[src/rtl/agu_pkg.sv]
// Shared types and default widths for the nested-loop address generation unit.
package agu_pkg;

  localparam int DEF_ADDR_WIDTH = 32;
  localparam int DEF_ITER_WIDTH = 16;
  localparam int DEF_NUM_LOOPS  = 4;

  typedef enum logic {
    IDLE = 1'b0,
    RUN  = 1'b1
  } agu_state_e;

endpackage

[src/rtl/agu_loop_counter.sv]
// One loop level: holds its trip count and stride, and walks cnt/off on each increment.
module agu_loop_counter import agu_pkg::*; #(
  parameter int ADDR_WIDTH = DEF_ADDR_WIDTH,
  parameter int ITER_WIDTH = DEF_ITER_WIDTH
) (
  input  logic                  clk,
  input  logic                  reset,
  input  logic                  cfg_we,
  input  logic [ITER_WIDTH-1:0] cfg_iter,
  input  logic [ADDR_WIDTH-1:0] cfg_stride,
  input  logic                  inc,
  input  logic                  clear,
  output logic                  at_max,
  output logic                  wrap,
  output logic [ADDR_WIDTH-1:0] off
);

  logic [ITER_WIDTH-1:0] iter_max;
  logic [ITER_WIDTH-1:0] cnt;
  logic [ADDR_WIDTH-1:0] stride;

  always_ff @(posedge clk) begin
    if (reset) begin
      iter_max <= '0;
      stride   <= '0;
    end else if (cfg_we) begin
      iter_max <= cfg_iter;
      stride   <= cfg_stride;
    end
  end

  // Offset accumulates the stride so no multiplier is needed; it wraps silently.
  always_ff @(posedge clk) begin
    if (reset || clear) begin
      cnt <= '0;
      off <= '0;
    end else if (inc) begin
      if (at_max) begin
        cnt <= '0;
        off <= '0;
      end else begin
        cnt <= cnt + 1'b1;
        off <= off + stride;
      end
    end
  end

  assign at_max = (cnt == iter_max);
  assign wrap   = inc && at_max;

endmodule

[src/rtl/nested_loop_agu.sv]
// Nested-loop address generator: base + sum of per-loop offsets, one address per handshake.
module nested_loop_agu import agu_pkg::*; #(
  parameter int ADDR_WIDTH     = DEF_ADDR_WIDTH,
  parameter int NUM_LOOPS      = DEF_NUM_LOOPS,
  parameter int ITER_WIDTH     = DEF_ITER_WIDTH,
  parameter int LOOP_SEL_WIDTH = $clog2(NUM_LOOPS)
) (
  input  logic                      clk,
  input  logic                      reset,
  input  logic                      cfg_base_we,
  input  logic [ADDR_WIDTH-1:0]     cfg_base,
  input  logic                      cfg_loop_we,
  input  logic [LOOP_SEL_WIDTH-1:0] cfg_loop_sel,
  input  logic [ITER_WIDTH-1:0]     cfg_loop_iter,
  input  logic [ADDR_WIDTH-1:0]     cfg_loop_stride,
  input  logic                      start,
  output logic                      busy,
  output logic                      done,
  output logic                      addr_valid,
  input  logic                      addr_ready,
  output logic [ADDR_WIDTH-1:0]     addr_out,
  output logic                      addr_last
);

  // Handshake: an address transfers in every cycle where addr_valid && addr_ready;
  // while addr_ready is low, addr_out, addr_valid and addr_last hold their values.

  agu_state_e            state;
  logic [ADDR_WIDTH-1:0] base;
  logic [ADDR_WIDTH-1:0] off [NUM_LOOPS];
  logic [ADDR_WIDTH-1:0] off_sum;
  logic [NUM_LOOPS-1:0]  carry;
  logic [NUM_LOOPS-1:0]  wrap;
  logic [NUM_LOOPS-1:0]  at_max;
  logic                  hs;
  logic                  cfg_ok;
  logic                  walk_clear;

  assign hs         = addr_valid && addr_ready;
  // A start in the same cycle as a config write launches with the old config.
  assign cfg_ok     = (state == IDLE) && !start;
  assign walk_clear = (state == IDLE) && start;

  for (genvar i = 0; i < NUM_LOOPS; i++) begin : g_loop
    logic sel_hit;
    assign sel_hit = cfg_loop_we && cfg_ok && (cfg_loop_sel == LOOP_SEL_WIDTH'(i));

    if (i == 0) begin : g_first
      assign carry[i] = hs;
    end else begin : g_rest
      assign carry[i] = wrap[i-1];
    end

    agu_loop_counter #(
      .ADDR_WIDTH (ADDR_WIDTH),
      .ITER_WIDTH (ITER_WIDTH)
    ) u_cnt (
      .clk        (clk),
      .reset      (reset),
      .cfg_we     (sel_hit),
      .cfg_iter   (cfg_loop_iter),
      .cfg_stride (cfg_loop_stride),
      .inc        (carry[i]),
      .clear      (walk_clear),
      .at_max     (at_max[i]),
      .wrap       (wrap[i]),
      .off        (off[i])
    );
  end

  always_ff @(posedge clk) begin
    if (reset) begin
      base <= '0;
    end else if (cfg_base_we && cfg_ok) begin
      base <= cfg_base;
    end
  end

  always_comb begin
    off_sum = base;
    for (int i = 0; i < NUM_LOOPS; i++) begin
      off_sum = off_sum + off[i];
    end
  end

  // The outermost carry fires exactly on the handshake of the final address.
  always_ff @(posedge clk) begin
    if (reset) begin
      state      <= IDLE;
      busy       <= 1'b0;
      addr_valid <= 1'b0;
      done       <= 1'b0;
    end else begin
      done <= 1'b0;
      case (state)
        IDLE: begin
          if (start) begin
            state      <= RUN;
            busy       <= 1'b1;
            addr_valid <= 1'b1;
          end
        end
        RUN: begin
          if (wrap[NUM_LOOPS-1]) begin
            state      <= IDLE;
            busy       <= 1'b0;
            addr_valid <= 1'b0;
            done       <= 1'b1;
          end
        end
        default: state <= IDLE;
      endcase
    end
  end

  assign addr_out  = addr_valid ? off_sum : '0;
  assign addr_last = (state == RUN) && (&at_max);

endmodule

[config.mk]
export PLATFORM = sky130hd
export DESIGN_NAME = nested_loop_agu
export DESIGN_NICKNAME = d
export VERILOG_FILES = /design/src/rtl/agu_pkg.sv /design/src/rtl/agu_loop_counter.sv /design/src/rtl/nested_loop_agu.sv
export SDC_FILE = /design/constraint.sdc
export NUM_CORES = 1
export LEC_CHECK = 0
export BUFFER_PORTS_ARGS = -buffer_cell sky130_fd_sc_hd__buf_2
export CELL_PAD_IN_SITES_DETAIL_PLACEMENT = 0
export CELL_PAD_IN_SITES_GLOBAL_PLACEMENT = 1
export CORE_MARGIN = 5
export CORE_UTILIZATION = 37
export CTS_CLUSTER_SIZE = 30
export DETAILED_ROUTE_END_ITERATION = 8
export GPL_ROUTABILITY_DRIVEN = 0
export PLACE_DENSITY_LB_ADDON = 0.08
export SLEW_MARGIN = 20
export SYNTH_ARGS = -nofsm -noshare
export SYNTH_HDL_FRONTEND = slang
export SYNTH_HIERARCHICAL = 1
export SYNTH_SLANG_ARGS = --single-unit
[constraint.sdc]
create_clock -name clk -period 10.5 [get_ports clk]
set_clock_uncertainty 0.05 [all_clocks]
set_input_delay 1.05 -clock clk [delete_from_list [all_inputs] [get_ports clk]]
set_output_delay 1.05 -clock clk [all_outputs]
set_load 0.005 [all_outputs]
==> metrics.md <==
| Metric | Value |
|---|---|
| Status | `completed` |
| Post-route cell area | `roughly 0.03 sq mm` |
| Syn nets | `3561` |
| Vias per inst | `~5.2` |
| P_sw | `0.000950 W` |
| Top-area cell type share of the netlist area | `31.0%` |
| Reg2Reg Depth | `13` |
| Largest net degree at the start of global routing | `a little over 90` |
| RSZ-0062 raised after global routing | `false` |
| WL per Instance | `19.4 um` |
| Tmin final | `between 6 and 7 ns` |
| Layout cells sized above 1 | `a little under a tenth` |
| Die Wd | `281 um` |
| Endpoint class of the critical path | `primary output` |
| Full die area | `0.0787 sq mm` |
| Placed cell area | `0.0285 sq mm` |
| Clk sinks | `419` |
| Yosys top cell by area | `dfxtp_1` |
| Core area | `approximately 0.073 sq mm` |
| Number of max-cap violations | `0` |
| # nets final | `around 3600` |
| Num CTS Buffers | `52` |
| Maximum clock path buffer count | `3` |
| Setup TNS | `0 ns` |
| FMAX | `roughly 0.16 GHz` |
| RR Endpoint | `g_loop[3].u_cnt/off[31]` |
| CP required | `9.40 ns` |
| Most used DFF post-synth | `dfxtp_1` |
| Period utilisation layout | `59.4%` |
| Syn Area/Cell | `8.42 sq um` |
| Critical-path cell list | `inv_1, fa_1, inv_1, fa_1, inv_1, fa_1, inv_1, ha_1, a21o_1, a21o_1, a211o_1, nor3_1, a22o_1, mux2_1, buf_2` |
| Max-Slew Margin vs Limit | `26.5%` |
| Clk_lat worst skew | `just over 0.6 ns` |
| Cell types occupying the most area after synthesis | `dfxtp_1 (31%), mux2i_1 (7.6%), ha_1 (7.4%), fa_1 (7.1%), nor2_1 (5.2%)` |
| Synth Register Bits | `419` |
| Actual slew at the worst max-slew pin | `1.10 ns` |
| Synthesized cell area | `about 0.027 sq mm` |
| Final hold vios | `0` |
| Crit Path Max Fanout | `7` |
| Initial antenna violation count | `2` |
| First-pass GRT wire length | `between 100000 and 150000 um` |
| Worst r2r src | `g_loop[1].u_cnt/cnt[5]` |
| Clock power frac | `between 50% and 60%` |
| DR iter-0 viols | `between 1000 and 1500` |
| CTS tree | `yes` |
| Setup bufs post-CTS | `0` |
| Post-DRT Antenna Nets | `0` |
| Via count | `22209` |
| Logic pwr share | `around 7.3%` |
| H-tree levels | `2` |
| Die height | `281 um` |
| Area growth syn-to-layout | `12.1%` |
| Hold-fix buffers at CTS | `0` |
| Crit-path max cell delay | `roughly 0.57 ns` |
| Total power divided by cell area | `126 mW/mm^2` |
| IO Port Bufs | `roughly 120` |
| Ys Warns | `6` |
| Crit path to | `addr_out[31]` |
| Final Setup Violations | `0` |
| Final wirelength | `83400 um` |
| Yosys cell types | `102` |
| Critical Path AT | `5.14 ns` |
| Register share of total power | `between 40 and 50%` |
| Dpl hpwl | `65100 um` |
| DR DRC count | `0` |
| Peak VDD IR | `104 uV` |
| CP startpoint kind | `register` |
| Most frequent CP cell | `inv_1` |
| EDFF count, synth | `0` |
| Hold Crit Class | `reg -> reg` |
| Fillcell total | `7436` |
| Row count | `99` |
| Post-synthesis sequential area ratio | `31.0%` |
| Syn Inst Count | `around 3200` |
| Crit path from | `g_loop[2].u_cnt/off[12]` |
| Slew Viols, Final | `0` |
| Post_cts resized | `0` |
| IO Pins | `roughly 120` |
| Async SR Flop Fraction | `0%` |
| Slowest-stage cell, CP | `nor3_1` |
| Pleak | `13.0 nW` |
| Vias in the first global route | `21714` |
| Gr ovfl total | `0` |
| R2R setup slack | `roughly 5.3 ns` |
| Gr usage total | `20.6%` |
| Total Power | `0.00383 W` |
| Clock transition at path regs | `0.06 ns` |
| Clk root buf | `clkbuf_16` |
| Initial DRT Pass Iterations | `8` |
| Sw Share | `24.8%` |
| Crit path kind | `reg -> out` |
| Starting Density | `37.2%` |
| Pint | `0.00288 W` |
==> cell usage after synthesis (54+ instances only) <==
cell type and n:
dfxtp_1 419, nor2_1 374, inv_1 341, nand2_1 289, a21oi_1 213, mux2i_1 207, ha_1 160, xor2_1 149
o21ai_0 120, fa_1 96, xnor2_1 92, clkbuf_1 83, nand3_1 76, nand4_1 54
==> metrics by stage <==
step / setup slack, ns / hold WS (ns) / utilization (%) / std cells
6_report: 4.26 / 0.405 / 41.7 / 4293
5_1_grt: 4.07 / 0.422 / 41.7 / 4291
4_1_cts: 4.26 / 0.408 / 41.7 / 4291
3_5_place_dp: 4.68 / 0.400 / 39.2 / 4195
3_3_place_gp: 4.83 / 0.392 / 39.2 / 4195
2_1_floorplan: 5.35 / 0.386 / - / 3217
==> registers in the layout, summed over array words and instances (netlist names) <==
| signal | cells |
|---|---|
| addr_valid | 1 |
| base | 32 |
| done | 1 |
| g_loop.u_cnt/cnt | 64 |
| g_loop.u_cnt/iter_max | 64 |
| g_loop.u_cnt/off | 128 |
| g_loop.u_cnt/stride | 128 |
| state | 1 |
==> layout make-up <==
cell class / count / area [sq um] / area share, %
multi-input cells: 2327 / 16900 / 55.5
flip-flops and latches: 419 / 8390 / 27.6
clock buffers: 72 / 1460 / 4.79
inverters: 343 / 1290 / 4.24
well taps: 959 / 1200 / 3.95
repair buffers: 147 / 802 / 2.64
clock inverters: 24 / 378 / 1.24
diodes: 2 / 5.00 / 0.0165
==> per-layer routing <==
metal / track usage (%) / wire, um / vias up
met3: 2.40 / 3870 / 91
met1: 32.1 / 43100 / 10582
met2: 31.0 / 35200 / 473
li1: - / - / 11063
met5: 0 / 0 / -
met4: 3.60 / 1250 / 0
==> worst max-delay path: cells and delay by family, from the launching register on <==
family,cells,cell delay (ns)
compound gates,4,0.97
fa+ha+maj,4,1.88
buf+inv,5,0.42
flops,1,0.37
mux,1,0.32
simple gates,1,0.57
==> layout by cell type, fill, tap and decap left out, types with 6 or more instances in the layout <==
cell / instances
a211o_1: 8
nand2_1: 289
and3_1: 33
xnor2_1: 92
buf_2: 122
clkbuf_16: 52
nor2b_1: 12
buf_4: 24
nand3_1: 76
clkbuf_1: 12
nor3b_1: 8
o21ai_1: 23
o21a_1: 15
nor2_1: 372
dfxtp_1: 419
xor2_1: 149
nand2b_1: 17
or2_2: 7
a21o_1: 50
o21ai_0: 120
bufinv_16: 9
or3_1: 23
and2_1: 21
a41oi_1: 6
ha_1: 160
inv_1: 341
clkbuf_8: 8
nand4_1: 54
o21bai_1: 24
a211oi_1: 11
o211ai_1: 8
clkinv_2: 11
a22oi_1: 34
mux2i_1: 207
a31oi_1: 20
fa_1: 96
nor4_1: 17
nor3_1: 28
o21ai_2: 6
a21oi_1: 213
==> power groups by stage <==
stage                     Clock, W  Combinational [W]  Sequential (W)
after floorplan                  0           0.000160         0.00165
after global placement           0           0.000278         0.00166
after detailed placement         0           0.000281         0.00166
after CTS                  0.00199           0.000282         0.00162
after global routing       0.00206           0.000306         0.00163
final                      0.00193           0.000280         0.00162
==> worst min path at each step <==
stage,start,to,slack (ns),cells past startpoint
after detailed placement,base[20],base[20],0.40,2
after global routing,base[16],base[16],0.42,2
after CTS,base[14],base[14],0.41,2
after floorplan,base[10],base[10],0.39,2
final,base[16],base[16],0.40,2
after global placement,base[17],base[17],0.39,2
==> cell families after synthesis <==
kind of cell             count (synthesis)  share of synthesized area, %
XOR/XNOR                               241                          7.79
multiplexers                           208                          7.69
flip-flops                             419                          31.0
buffers and inverters                  471                          6.93
AO/OA/AOI/OAI                          631                          15.5
adder cells (fa/ha/maj)                256                          14.5
AND/OR/NAND/NOR                        991                          16.7
(Power assumes the default switching activity.)
